$ cat src/rtl/output_port.sv
// output_port: buffered CPU output port. OUT writes land in a small FIFO and
// a transmit FSM moves each entry to the external pins with a four-phase
// strobe/acknowledge handshake. The pins keep the last transferred value.
module output_port #(
  parameter int DataSize = 4,
  parameter int OutSize  = 2,
  parameter int Depth    = 4
) (
  input  logic                CLK,
  input  logic                RST,
  input  logic [DataSize-1:0] OUTD,
  input  logic                OUTWR,
  output logic                FULL,
  output logic                EMPTY,
  output logic                OVF,
  output logic [OutSize-1:0]  OUTPUT,
  output logic                OSTB,
  input  logic                OACK
);

  localparam int AW = (Depth > 1) ? $clog2(Depth) : 1;
  localparam int CW = AW + 1;

  typedef enum logic [1:0] {
    IDLE    = 2'd0,
    STROBE  = 2'd1,
    RELEASE = 2'd2
  } state_t;

  state_t             state_q;
  state_t             state_d;
  logic [AW-1:0]      wptr_q;
  logic [AW-1:0]      rptr_q;
  logic [CW-1:0]      cnt_q;
  logic [OutSize-1:0] mem [Depth];
  logic               push;
  logic               pop;

  // Upper CPU data bits are deliberately dropped; only the pin width is stored.
  logic unused_outd;
  assign unused_outd = ^OUTD;

  // Flags come straight from the registered occupancy count.
  assign FULL  = (cnt_q == CW'(Depth));
  assign EMPTY = (cnt_q == '0);

  // A write while full is lost, even if the FSM pops on the same edge.
  assign push = OUTWR & ~FULL;

  // Transmit FSM next state; the pop happens on the IDLE->STROBE edge.
  always_comb begin
    state_d = state_q;
    pop     = 1'b0;
    case (state_q)
      IDLE: begin
        if (!EMPTY) begin
          pop     = 1'b1;
          state_d = STROBE;
        end
      end
      STROBE: begin
        if (OACK) state_d = RELEASE;
      end
      RELEASE: begin
        if (!OACK) state_d = IDLE;
      end
      default: state_d = IDLE;
    endcase
  end

  // FSM state, registered strobe and output pins.
  always_ff @(posedge CLK) begin
    if (RST) begin
      state_q <= IDLE;
      OSTB    <= 1'b0;
      OUTPUT  <= '0;
    end else begin
      state_q <= state_d;
      OSTB    <= (state_d == STROBE);
      if (pop) OUTPUT <= mem[rptr_q];
    end
  end

  // FIFO pointers and occupancy; push and pop together leave the count alone.
  always_ff @(posedge CLK) begin
    if (RST) begin
      wptr_q <= '0;
      rptr_q <= '0;
      cnt_q  <= '0;
    end else begin
      if (push) wptr_q <= wptr_q + AW'(1);
      if (pop)  rptr_q <= rptr_q + AW'(1);
      case ({push, pop})
        2'b10:   cnt_q <= cnt_q + CW'(1);
        2'b01:   cnt_q <= cnt_q - CW'(1);
        default: cnt_q <= cnt_q;
      endcase
    end
  end

  // FIFO storage; contents need no reset since the count gates every read.
  always_ff @(posedge CLK) begin
    if (push && !RST) mem[wptr_q] <= OUTD[OutSize-1:0];
  end

  // Sticky overflow flag, cleared only by reset.
  always_ff @(posedge CLK) begin
    if (RST) begin
      OVF <= 1'b0;
    end else if (OUTWR && FULL) begin
      OVF <= 1'b1;
    end
  end

endmodule

$ cat config.mk
export PLATFORM = sky130hd
export DESIGN_NAME = output_port
export DESIGN_NICKNAME = d
export VERILOG_FILES = /design/src/rtl/output_port.sv
export SDC_FILE = /design/constraint.sdc
export NUM_CORES = 1
export LEC_CHECK = 0
export BUFFER_PORTS_ARGS = -buffer_cell sky130_fd_sc_hd__buf_2
export CAP_MARGIN = 15
export CORE_AREA = 2 2 66 43
export CTS_CLUSTER_SIZE = 24
export DETAILED_ROUTE_END_ITERATION = 6
export DIE_AREA = 0 0 68 45
export PLACE_DENSITY = 0.69
export SYNTH_ARGS = -nofsm -noshare
export SYNTH_HDL_FRONTEND = slang
export SYNTH_SLANG_ARGS = --single-unit
$ cat constraint.sdc
create_clock -name CLK -period 2 [get_ports CLK]
set_clock_uncertainty 0.1 [all_clocks]
set_input_delay 0.4 -clock CLK [delete_from_list [all_inputs] [get_ports CLK]]
set_output_delay 0.4 -clock CLK [all_outputs]
set_load 0.05 [all_outputs]
======== Word-level counts from Yosys, hierarchy flattened ========
Memories as Yosys holds them, arrays and structs flattened. A register that Yosys moved wholly into a read port is not among the register bits.
Index checks and enable logic that the tools add are counted.
word-level totals
  bits in registers ....................... 11
  memory bits (writable) .................. 8
  output and inout bits ................... 6
  logic and storage cells ................. 34
  memories kept ........................... 1
operators by class
  add/sub/neg operators ................... 4
  equality and inequality tests ........... 6
  multiplexer cells ....................... 9
  bitwise gates (word level) .............. 2
  reduce and logical (&&, ||, !) cells .... 6
memory list
  memory  depth  bits a word  read ports  clocked after Yosys merged registers in  write ports  RTL line  source
  mem     4      2            1           1                                        1            35        logic [OutSize-1:0] mem [Depth];
operators by type and width
  cell                                                 count
  equality test 2 x 1 -> 1 bit, second input constant  3
  2-to-1 mux 2 bit                                     3
  one-hot mux 2 bit (3 select lines)                   1
  one-hot mux 3 bit (2 select lines)                   1
  adder 2 x 1 -> 2 bit, second input constant          2
  equality test 2 bit, second input constant           2
  2-to-1 mux 1 bit                                     4
  adder 3 x 1 -> 3 bit, second input constant          1
  equality test 3 bit, second input constant           1
  logical NOT 3 bit                                    1
  subtractor 3 x 1 -> 3 bit, second input constant     1
  logical AND 1 bit                                    2
  logical NOT 2 bit                                    1
  nonzero test 2 bit                                   1
  bitwise AND 1 bit                                    1
  logical NOT 1 bit                                    1
  NOT 1 bit                                            1

======== Depth between registers and ports, before layout ========
Gate-level depths: netlist of run 1.
  depth in word-level cells ............... 6
  mapped depth ............................ 10
  mapped depth without buffers ............ 9

======== Worst setup path before layout of run 1 ========
No wires, ideal clock.
  path kind ............................... register to register
  start ................................... reg cnt_q[0]
  end ..................................... reg cnt_q[2]
  setup time .............................. 0.071 ns
  arrival time ............................ 2.504 ns
  required time ........................... 1.829 ns
  path slack .............................. -0.674 ns
  stages on the path, launching flop included .. 9
  clock period less this slack ............ 2.674 ns
  path through ............................ dfxtp_1 > nor3b_2 > nand2b_1 > ha_1 > inv_1 > fa_1 > xor2_1 > or3_1 > a21oi_1
on the way
  longest elaborated chain between the ends .. 5
  elaborated cells on any way between the ends .. 12
  classes of those cells .................. add/sub (2); eq/ne (3); mux (3); bitwise (2); reduce/logical (2)
ends and longest elaborated chain
  what                                                                             RTL line  source
  start: declaration                                                               34        logic [CW-1:0] cnt_q;
  start signal: assignment                                                         94        2'b10: cnt_q <= cnt_q + CW'(1);
  start signal: assignment                                                         95        2'b01: cnt_q <= cnt_q - CW'(1);
  start signal: assignment                                                         96        default: cnt_q <= cnt_q;
  equality test 3 bit (*)                                                          44        assign FULL = (cnt_q == CW'(Depth));
  named net FULL                                                                   13        output logic FULL,
  NOT 1 bit (*)                                                                    48        assign push = OUTWR & ~FULL;
  bitwise AND 1 bit (*)                                                            48
  equality test 2 x 1 -> 1 bit / equality test 2 bit (equally long branches)       93        case ({push, pop})
  one-hot mux 3 bit (2 select lines) / nonzero test 2 bit (equally long branches)  -
The timed path passes the listed nets; every way through them passes the cells marked *.
A chain may end at the register's enable or synchronous reset.

======== Worst setup path in the final report of run 1 ========
  start ................................... reg cnt_q[1]
  end ..................................... reg cnt_q[2]
on the way
  longest elaborated chain between the ends .. 5
  elaborated cells on any way between the ends .. 12
  classes of those cells .................. add/sub (2); eq/ne (3); mux (3); bitwise (2); reduce/logical (2)
ends and longest elaborated chain
  what                                                                             RTL line
  logical NOT 3 bit / equality test 3 bit (equally long branches)                  45, 44
  2-to-1 mux 1 bit / NOT 1 bit (equally long branches)                             56, 48
  2-to-1 mux 1 bit / bitwise AND 1 bit (equally long branches)                     54, 48
  equality test 2 x 1 -> 1 bit / equality test 2 bit (equally long branches)       93
  one-hot mux 3 bit (2 select lines) / nonzero test 2 bit (equally long branches)  -
Several ways; a longest one is shown, not always the timed one.

==> qor.txt, run 1 <==
outcome: complete, but fails checks
violated checks: setup timing
Placeable Area: 2420 um^2
sinks on the clock net: 21
number of antenna violations at the first check in global routing: 0
number of cell rows: 14
setup TNS: -0.00661 ns
layout overhead on the synthesized area: 25.3%
Die Y-Extent: 45 um
Syn Inst Count: 84
mean instance size in the synthesized netlist: 11.3 um^2
Max rail drop VDD: 624 uV
antenna diode instance count: 0
H-Tree Level Count: 1
CTS tree: yes
vias per cell: 4.75
Placed Instances: 132
routability-driven placement congestion ratio: 0.697
power density relative to cell area: 1540 nW/um^2
CP cell instances: nor3b_4 -> nand2b_4 -> ha_4 -> inv_2 -> fa_2 -> xor2_1 -> or3_1 -> a21oi_1
detailed-route wire length per cell: 12.5 um
fraction of final layout cells with drive strength greater than 1: 0.377
number of ports placed on the die boundary: 14
Final Core Density: 0.492
Initial Util: 0.393
number of buffers inserted during clock tree synthesis: 3
Worst setup SP type: flip-flop
antenna-violating nets left: 0
Worst-Margin Slew: 0.276 ns
clock latency on the worst-skew pair: 0.26 ns
synthesized flop and latch total: 21
data required time of the critical path: 2.09 ns
fill cell instance count of the final layout: 237
global route total overflow: 0
maxcap violations: 0
Via Count: 656
shortest period the worst path allows: 2.01 ns
class of the most critical setup path: flip-flop to flip-flop
post-route insts no fill: 138
nets in the synthesized netlist: 98
number of buffer and inverter stages on the critical path: 1
largest area contributor in the netlist: dfxtp_1
final worst path period share: 1.00
first-pass GRT wire length: 2740 um
DRC violations left: 0
buffers from clock root to sink, at most: 2
crit end category: flip-flop
area share of the largest cell type after synthesis: 0.274
post-layout worst setup margin: -0.00661 ns
delay contributed by the slowest stage of the critical path: 0.35 ns
Worst Path Max Fanout: 4
overall track demand over capacity in global routing: 0.127
final number of max-transition violations: 0
setup repair after global routing missed its margin: yes
drt first-iter violations: 41
cell type of the slowest stage on the worst timing path: dfxtp_2
net count reported at finish: 121
IO Port Bufs: 11
share of the yosys chip area belonging to registers: 0.527
horizontal die dimension: 68 um
Worst-path clk slew: 0.08 ns
floorplan die area: 3060 um^2
maximum clock rate: 498 MHz
final setup violation count: 1
number of failing hold endpoints at the final stage: 0
number of library cell types mapped by synthesis: 27
vias in the first global route: 624
count of yosys warnings during synthesis: 0
cell at the root of the clock tree: clkbuf_8
HPWL after detailed placement: 1290 um
top cell family by delay on the critical path: simple AND/OR/NAND/NOR gates
pin count of the biggest net entering global routing: 15
sum of routed wire length over all layers: 1720 um
critical path data arrival time: 2.09 ns
post-synthesis instance area: 950 um^2
leakage power: 0.471 nW
Slew Limit Headroom: 0.814
most used cells in the layout excluding fill and tap cells: dfxtp_1, a21oi_1, buf_2, buf_4, edfxtp_1
Tightest Hold Check Type: primary input to flip-flop
cell types with the largest area share after synthesis: dfxtp_1, edfxtp_1, ha_1
length of the first detailed-routing pass in iterations: 4
[worst paths after layout]
check,start,end,slack [ns],depth (start not counted)
setup / recovery,cnt_q[1],cnt_q[2],-0.007,8
hold / removal,OUTD[1],mem[1][1],0.26,1
setup reg to reg,cnt_q[1],cnt_q[2],-0.007,8
hold reg to reg,OVF,OVF,0.37,2
[logic make-up after synthesis]
logic type	synth area share
flops	0.527
mux	0.0474
fa+ha+maj	0.0870
buf+inv	0.0514
simple gates	0.142
compound gates	0.117
xor+xnor	0.0277
[cells in the mapped netlist]
| master | n |
|---|---|
| dfxtp_1 | 13 |
| a311oi_2 | 1 |
| buf_6 | 1 |
| or3_1 | 3 |
| and2_1 | 4 |
| edfxtp_1 | 8 |
| ha_1 | 5 |
| nor3_1 | 1 |
| mux4_2 | 2 |
| a31o_1 | 1 |
| xnor2_1 | 1 |
| nand3_1 | 2 |
| nor2_1 | 6 |
| nand3b_1 | 2 |
| fa_1 | 1 |
| clkbuf_1 | 1 |
| nand2_1 | 1 |
| nor3b_2 | 1 |
| o21ai_0 | 3 |
| nor3b_1 | 1 |
| inv_1 | 7 |
| nand2b_1 | 1 |
| xor2_1 | 2 |
| o31ai_1 | 3 |
| a21oi_1 | 10 |
| or3b_2 | 1 |
| inv_2 | 2 |
[report_power, final]
group	switching [mW]	internal, mW	leakage [nW]
sequential	0.0833	0.542	0.180
clock	0.139	0.139	0.0255
combinational	0.520	0.410	0.265
total	0.742	1.09	0.471
[sequential cells by signal (all words and copies together) (netlist names)]
name / flops
OUTPUT: 2
wptr_q: 2
mem: 8
rptr_q: 2
state_q: 2
cnt_q: 3
OVF: 1
OSTB: 1
[stage by stage]
step                hold slack, ns  power [mW]  instance area [um^2]  worst slack [ns]
CTS                          0.253        1.79                  1170         -0.000900
finish                       0.257        1.83                  1190          -0.00661
detailed placement           0.355        1.49                  1110            0.0168
global placement             0.348        1.47                  1110            0.0465
floorplan                    0.369        1.28                   981            -0.392
global route                 0.249        1.96                  1190           -0.0864
[final cells by class]
type | count | area [um^2] | area share
Clock buffer | 3 | 41.3 | 0.0347
Clock inverter | 1 | 5.00 | 0.00421
Inverter | 9 | 33.8 | 0.0284
Multi-Input combinational cell | 52 | 437 | 0.367
Sequential cell | 21 | 504 | 0.424
Tap cell | 32 | 40.0 | 0.0336
Timing Repair Buffer | 20 | 129 | 0.108
[layer usage]
metal,vias to the layer above,part of all wire,global-route usage
met4,0,0,0.0400
li1,336,-,-
met3,0,0.059,0.0524
met2,14,0.42,0.186
met1,306,0.52,0.173
met5,-,0,0
[what timing repair did]
item / in CTS / in global routing
hold endpoints to repair: 0 / 0
endpoints found under the setup margin: 2 / 3
setup buffers: 1 / 1
hold buffers: 0 / 0
pin swaps: 1 / 1
resized for setup: 2 / 3
Note: power is estimated with default switching activity, not from simulation.
==> run 2: changes to the inputs <==
==> config.mk (replaced) <==
export PLATFORM = sky130hd
export DESIGN_NAME = output_port
export DESIGN_NICKNAME = d
export VERILOG_FILES = /design/src/rtl/output_port.sv
export SDC_FILE = /design/constraint.sdc
export NUM_CORES = 1
export LEC_CHECK = 0
export ABC_AREA = 1
export BUFFER_PORTS_ARGS = -buffer_cell sky130_fd_sc_hd__buf_2
export CAP_MARGIN = 15
export CORE_AREA = 2 2 69 45
export CTS_CLUSTER_SIZE = 24
export DETAILED_ROUTE_END_ITERATION = 6
export DIE_AREA = 0 0 71 47
export PLACE_DENSITY = 0.68
export SYNTH_ARGS = -nofsm -noshare
export SYNTH_HDL_FRONTEND = slang
export SYNTH_SLANG_ARGS = --single-unit
==> run 2 against run 1 <==
  * Non-clock buffer count shrank 8
  * Sequential cell count is the same
  * Sequential share of layout area grew 0.16 points
  * Synthesized cell count grew 52%
  * Synthesized area grew 7.6%
  * Worst hold slack lost 0.0021 ns
  * Die area grew 9.1%
  * Highest routed layer is now met4
  * The flow now finishes without violations
  * Critical path depth grew 4
  * Largest cell class unchanged
==> qor.txt, run 2 <==
outcome: finished, final reports clean (was complete, but fails checks)
drt first-iter violations: 29 (was 41)
routability-driven placement congestion ratio: 0.777 (was 0.697)
power density relative to cell area: 1380 nW/um^2 (was 1540 nW/um^2)
sinks on the clock net: 21 (unchanged)
H-Tree Level Count: 1 (unchanged)
IO Port Bufs: 11 (unchanged)
Worst setup SP type: flip-flop (unchanged)
Die Y-Extent: 47 um (was 45 um)
fraction of final layout cells with drive strength greater than 1: 0.189 (was 0.377)
most common cell after layout, fill and taps aside: inv_1
mean instance size in the synthesized netlist: 7.99 um^2 (was 11.3 um^2)
Worst-Margin Slew: 0.251 ns (was 0.276 ns)
post-synthesis instance area: 1020 um^2 (was 950 um^2)
Initial Util: 0.376 (was 0.393)
number of library cell types mapped by synthesis: 19 (was 27)
final number of max-transition violations: 0 (unchanged)
Final Core Density: 0.434 (was 0.492)
Slew Limit Headroom: 0.834 (was 0.814)
class of the most critical setup path: flip-flop to flip-flop (unchanged)
most used cells in the layout excluding fill and tap cells: inv_1, nand2_1, nor2_1, dfxtp_1, buf_2 (was dfxtp_1, a21oi_1, buf_2, buf_4, edfxtp_1)
count of flip-flops with a built-in enable after synthesis: 8 (unchanged)
number of failing hold endpoints at the final stage: 0 (unchanged)
global route total overflow: 0 (unchanged)
fill cell instance count of the final layout: 267 (was 237)
flip-flop count of the largest register after layout: 8 (unchanged)
largest area contributor in the netlist: dfxtp_1 (unchanged)
DRC violations left: 0 (unchanged)
pin count of the biggest net entering global routing: 12 (was 15)
register with the highest flop count: mem (unchanged)
number of cell rows: 15 (was 14)
Worst Hold Slack: 0.255 ns (was 0.257 ns)
ranking of synthesized cells by instance count: inv_1, nand2_1, nor2_1 (was dfxtp_1, a21oi_1, edfxtp_1)
antenna-violating nets left: 0 (unchanged)
leakage power: 0.587 nW (was 0.471 nW)
biggest registers after layout: mem: 8 flops, cnt_q: 3 flops (unchanged)
layout overhead on the synthesized area: 15.7% (was 25.3%)
floorplan die area: 3340 um^2 (was 3060 um^2)
fraction of registers with async set/reset: 0 (unchanged)
vias per cell: 4.43 (was 4.75)
Worst Path Max Fanout: 4 (unchanged)
synthesized flop and latch total: 21 (unchanged)
Via Count: 784 (was 656)
horizontal die dimension: 71 um (was 68 um)
Max rail drop VDD: 803 uV (was 624 uV)
quantity of hold-fixing buffers added after cts: 0 (unchanged)
cell at the root of the clock tree: clkbuf_8 (unchanged)
detailed-route wire length per cell: 10.7 um (was 12.5 um)
setup TNS: 0 ns (was -0.00661 ns)
nets in the synthesized netlist: 142 (was 98)
setup repair after global routing missed its margin: no (was yes)
share of the yosys chip area belonging to registers: 0.490 (was 0.527)
Syn Inst Count: 128 (was 84)
critical path data arrival time: 1.93 ns (was 2.09 ns)
antenna diode instance count: 0 (unchanged)
area share of the largest cell type after synthesis: 0.255 (was 0.274)
cell types with the largest area share after synthesis: dfxtp_1, edfxtp_1, inv_1 (was dfxtp_1, edfxtp_1, ha_1)
most used standard cell by instance count after synthesis: inv_1 (was dfxtp_1)
count of yosys warnings during synthesis: 0 (unchanged)
area occupied by multi-input gates: 413 um^2 (was 437 um^2)
maxcap violations: 0 (unchanged)
HPWL after detailed placement: 1460 um (was 1290 um)
maximum clock rate: 535 MHz (was 498 MHz)
first-pass GRT wire length: 3070 um (was 2740 um)
most frequently used flop master after synthesis: dfxtp_1 (unchanged)
crit end category: flip-flop (unchanged)
net count reported at finish: 158 (was 121)
data required time of the critical path: 2.06 ns (was 2.09 ns)
CTS tree: yes (unchanged)
sum of routed wire length over all layers: 1900 um (was 1720 um)
Worst-path clk slew: 0.08 ns (about the same)
Overall Power: 1.64 mW (was 1.83 mW)
clock latency on the worst-skew pair: 0.26 ns (about the same)
overall track demand over capacity in global routing: 0.125 (was 0.127)
length of the first detailed-routing pass in iterations: 4 (unchanged)
Tightest Hold Check Type: primary input to flip-flop (unchanged)
final worst path period share: 0.934 (was 1.00)
Placeable Area: 2720 um^2 (was 2420 um^2)
number of buffers inserted during clock tree synthesis: 3 (unchanged)
FF+latch area: 503 um^2 (was 504 um^2)
buffers from clock root to sink, at most: 2 (unchanged)
vias in the first global route: 710 (was 624)
number of antenna violations at the first check in global routing: 0 (unchanged)
shortest period the worst path allows: 1.87 ns (was 2.01 ns)
number of ports placed on the die boundary: 14 (unchanged)
final setup violation count: 0 (was 1)
[run 2: changes by cell type after synthesis, sizes merged, moves of 2 or more]
| cell | before | now |
|---|---|---|
| nor2 | 6 | 20 |
| xor2 | 2 | 0 |
| nand3 | 2 | 7 |
| mux4 | 2 | 0 |
| a21oi | 10 | 5 |
| inv | 9 | 31 |
| o31ai | 3 | 0 |
| or3 | 3 | 0 |
| and2 | 4 | 0 |
| nor3b | 2 | 0 |
| nand2 | 1 | 30 |
[run 2: cell families (layout without fill, tap and decap cells)]
group	Yosys count	count (layout)	synth area share
buffers and inverters	32	47	0.119
AOI/OAI and AO/OA	9	9	0.0465
DFF	21	21	0.490
adders and majority gates	6	6	0.0808
and+or+nand+nor	60	60	0.264
[run 2: cell type report]
cell class	count	area share
clock buffer	4	0.0381
multi-input combinational	75	0.349
timing repair buffer	12	0.0529
sequential	21	0.425
inverter	31	0.0984
tap	34	0.0360
[run 2: stage by stage]
step	worst slack, ns	instances	area [um^2]
2_1_floorplan	0.0386	128	1020
3_3_place_gp	0.122	173	1120
3_5_place_dp	0.0306	173	1120
4_1_cts	0.0164	177	1170
5_1_grt	0.00623	177	1180
6_report	0.131	177	1180
[run 2: where the power goes]
group          switching (mW)  internal [mW]  leakage [nW]  total (mW)
sequential             0.0873          0.544         0.181       0.631
clock                   0.137          0.142        0.0228       0.279
combinational           0.505          0.222         0.384       0.727
[run 2: timing repair]
item | 4_1_cts | 5_1_grt
buffers inserted | 0 | 0
resized for setup | 0 | 5
hold endpoints to repair | 0 | 0
setup endpoints to repair | 0 | 1
[run 2: final timing paths]
| check | startpoint | end | slack (ns) | cells past startpoint |
|---|---|---|---|---|
| setup / recovery | cnt_q[1] | cnt_q[2] | 0.13 | 12 |
| hold / removal | RST | OSTB | 0.26 | 2 |
| setup reg to reg | cnt_q[1] | cnt_q[2] | 0.13 | 12 |
| hold reg to reg | OVF | OVF | 0.38 | 1 |
[run 2: per-layer routing]
layer,vias to the layer above,routed length [um],global-route usage
met3,2,104,0.0558
met4,0,8,0.0415
li1,413,-,-
met5,-,0,0
met2,14,845,0.206
met1,355,937,0.152
[run 2: worst max-delay path: stages, from the launching register on]
cell	delay, ns
dfxtp_2	0.34
nor2_4	0.12
nand2_2	0.09
inv_2	0.08
nor2_4	0.05
inv_1	0.06
ha_1	0.16
inv_1	0.07
fa_2	0.34
nand2_1	0.07
nand3_1	0.10
nor2_1	0.13
nor2_1	0.05
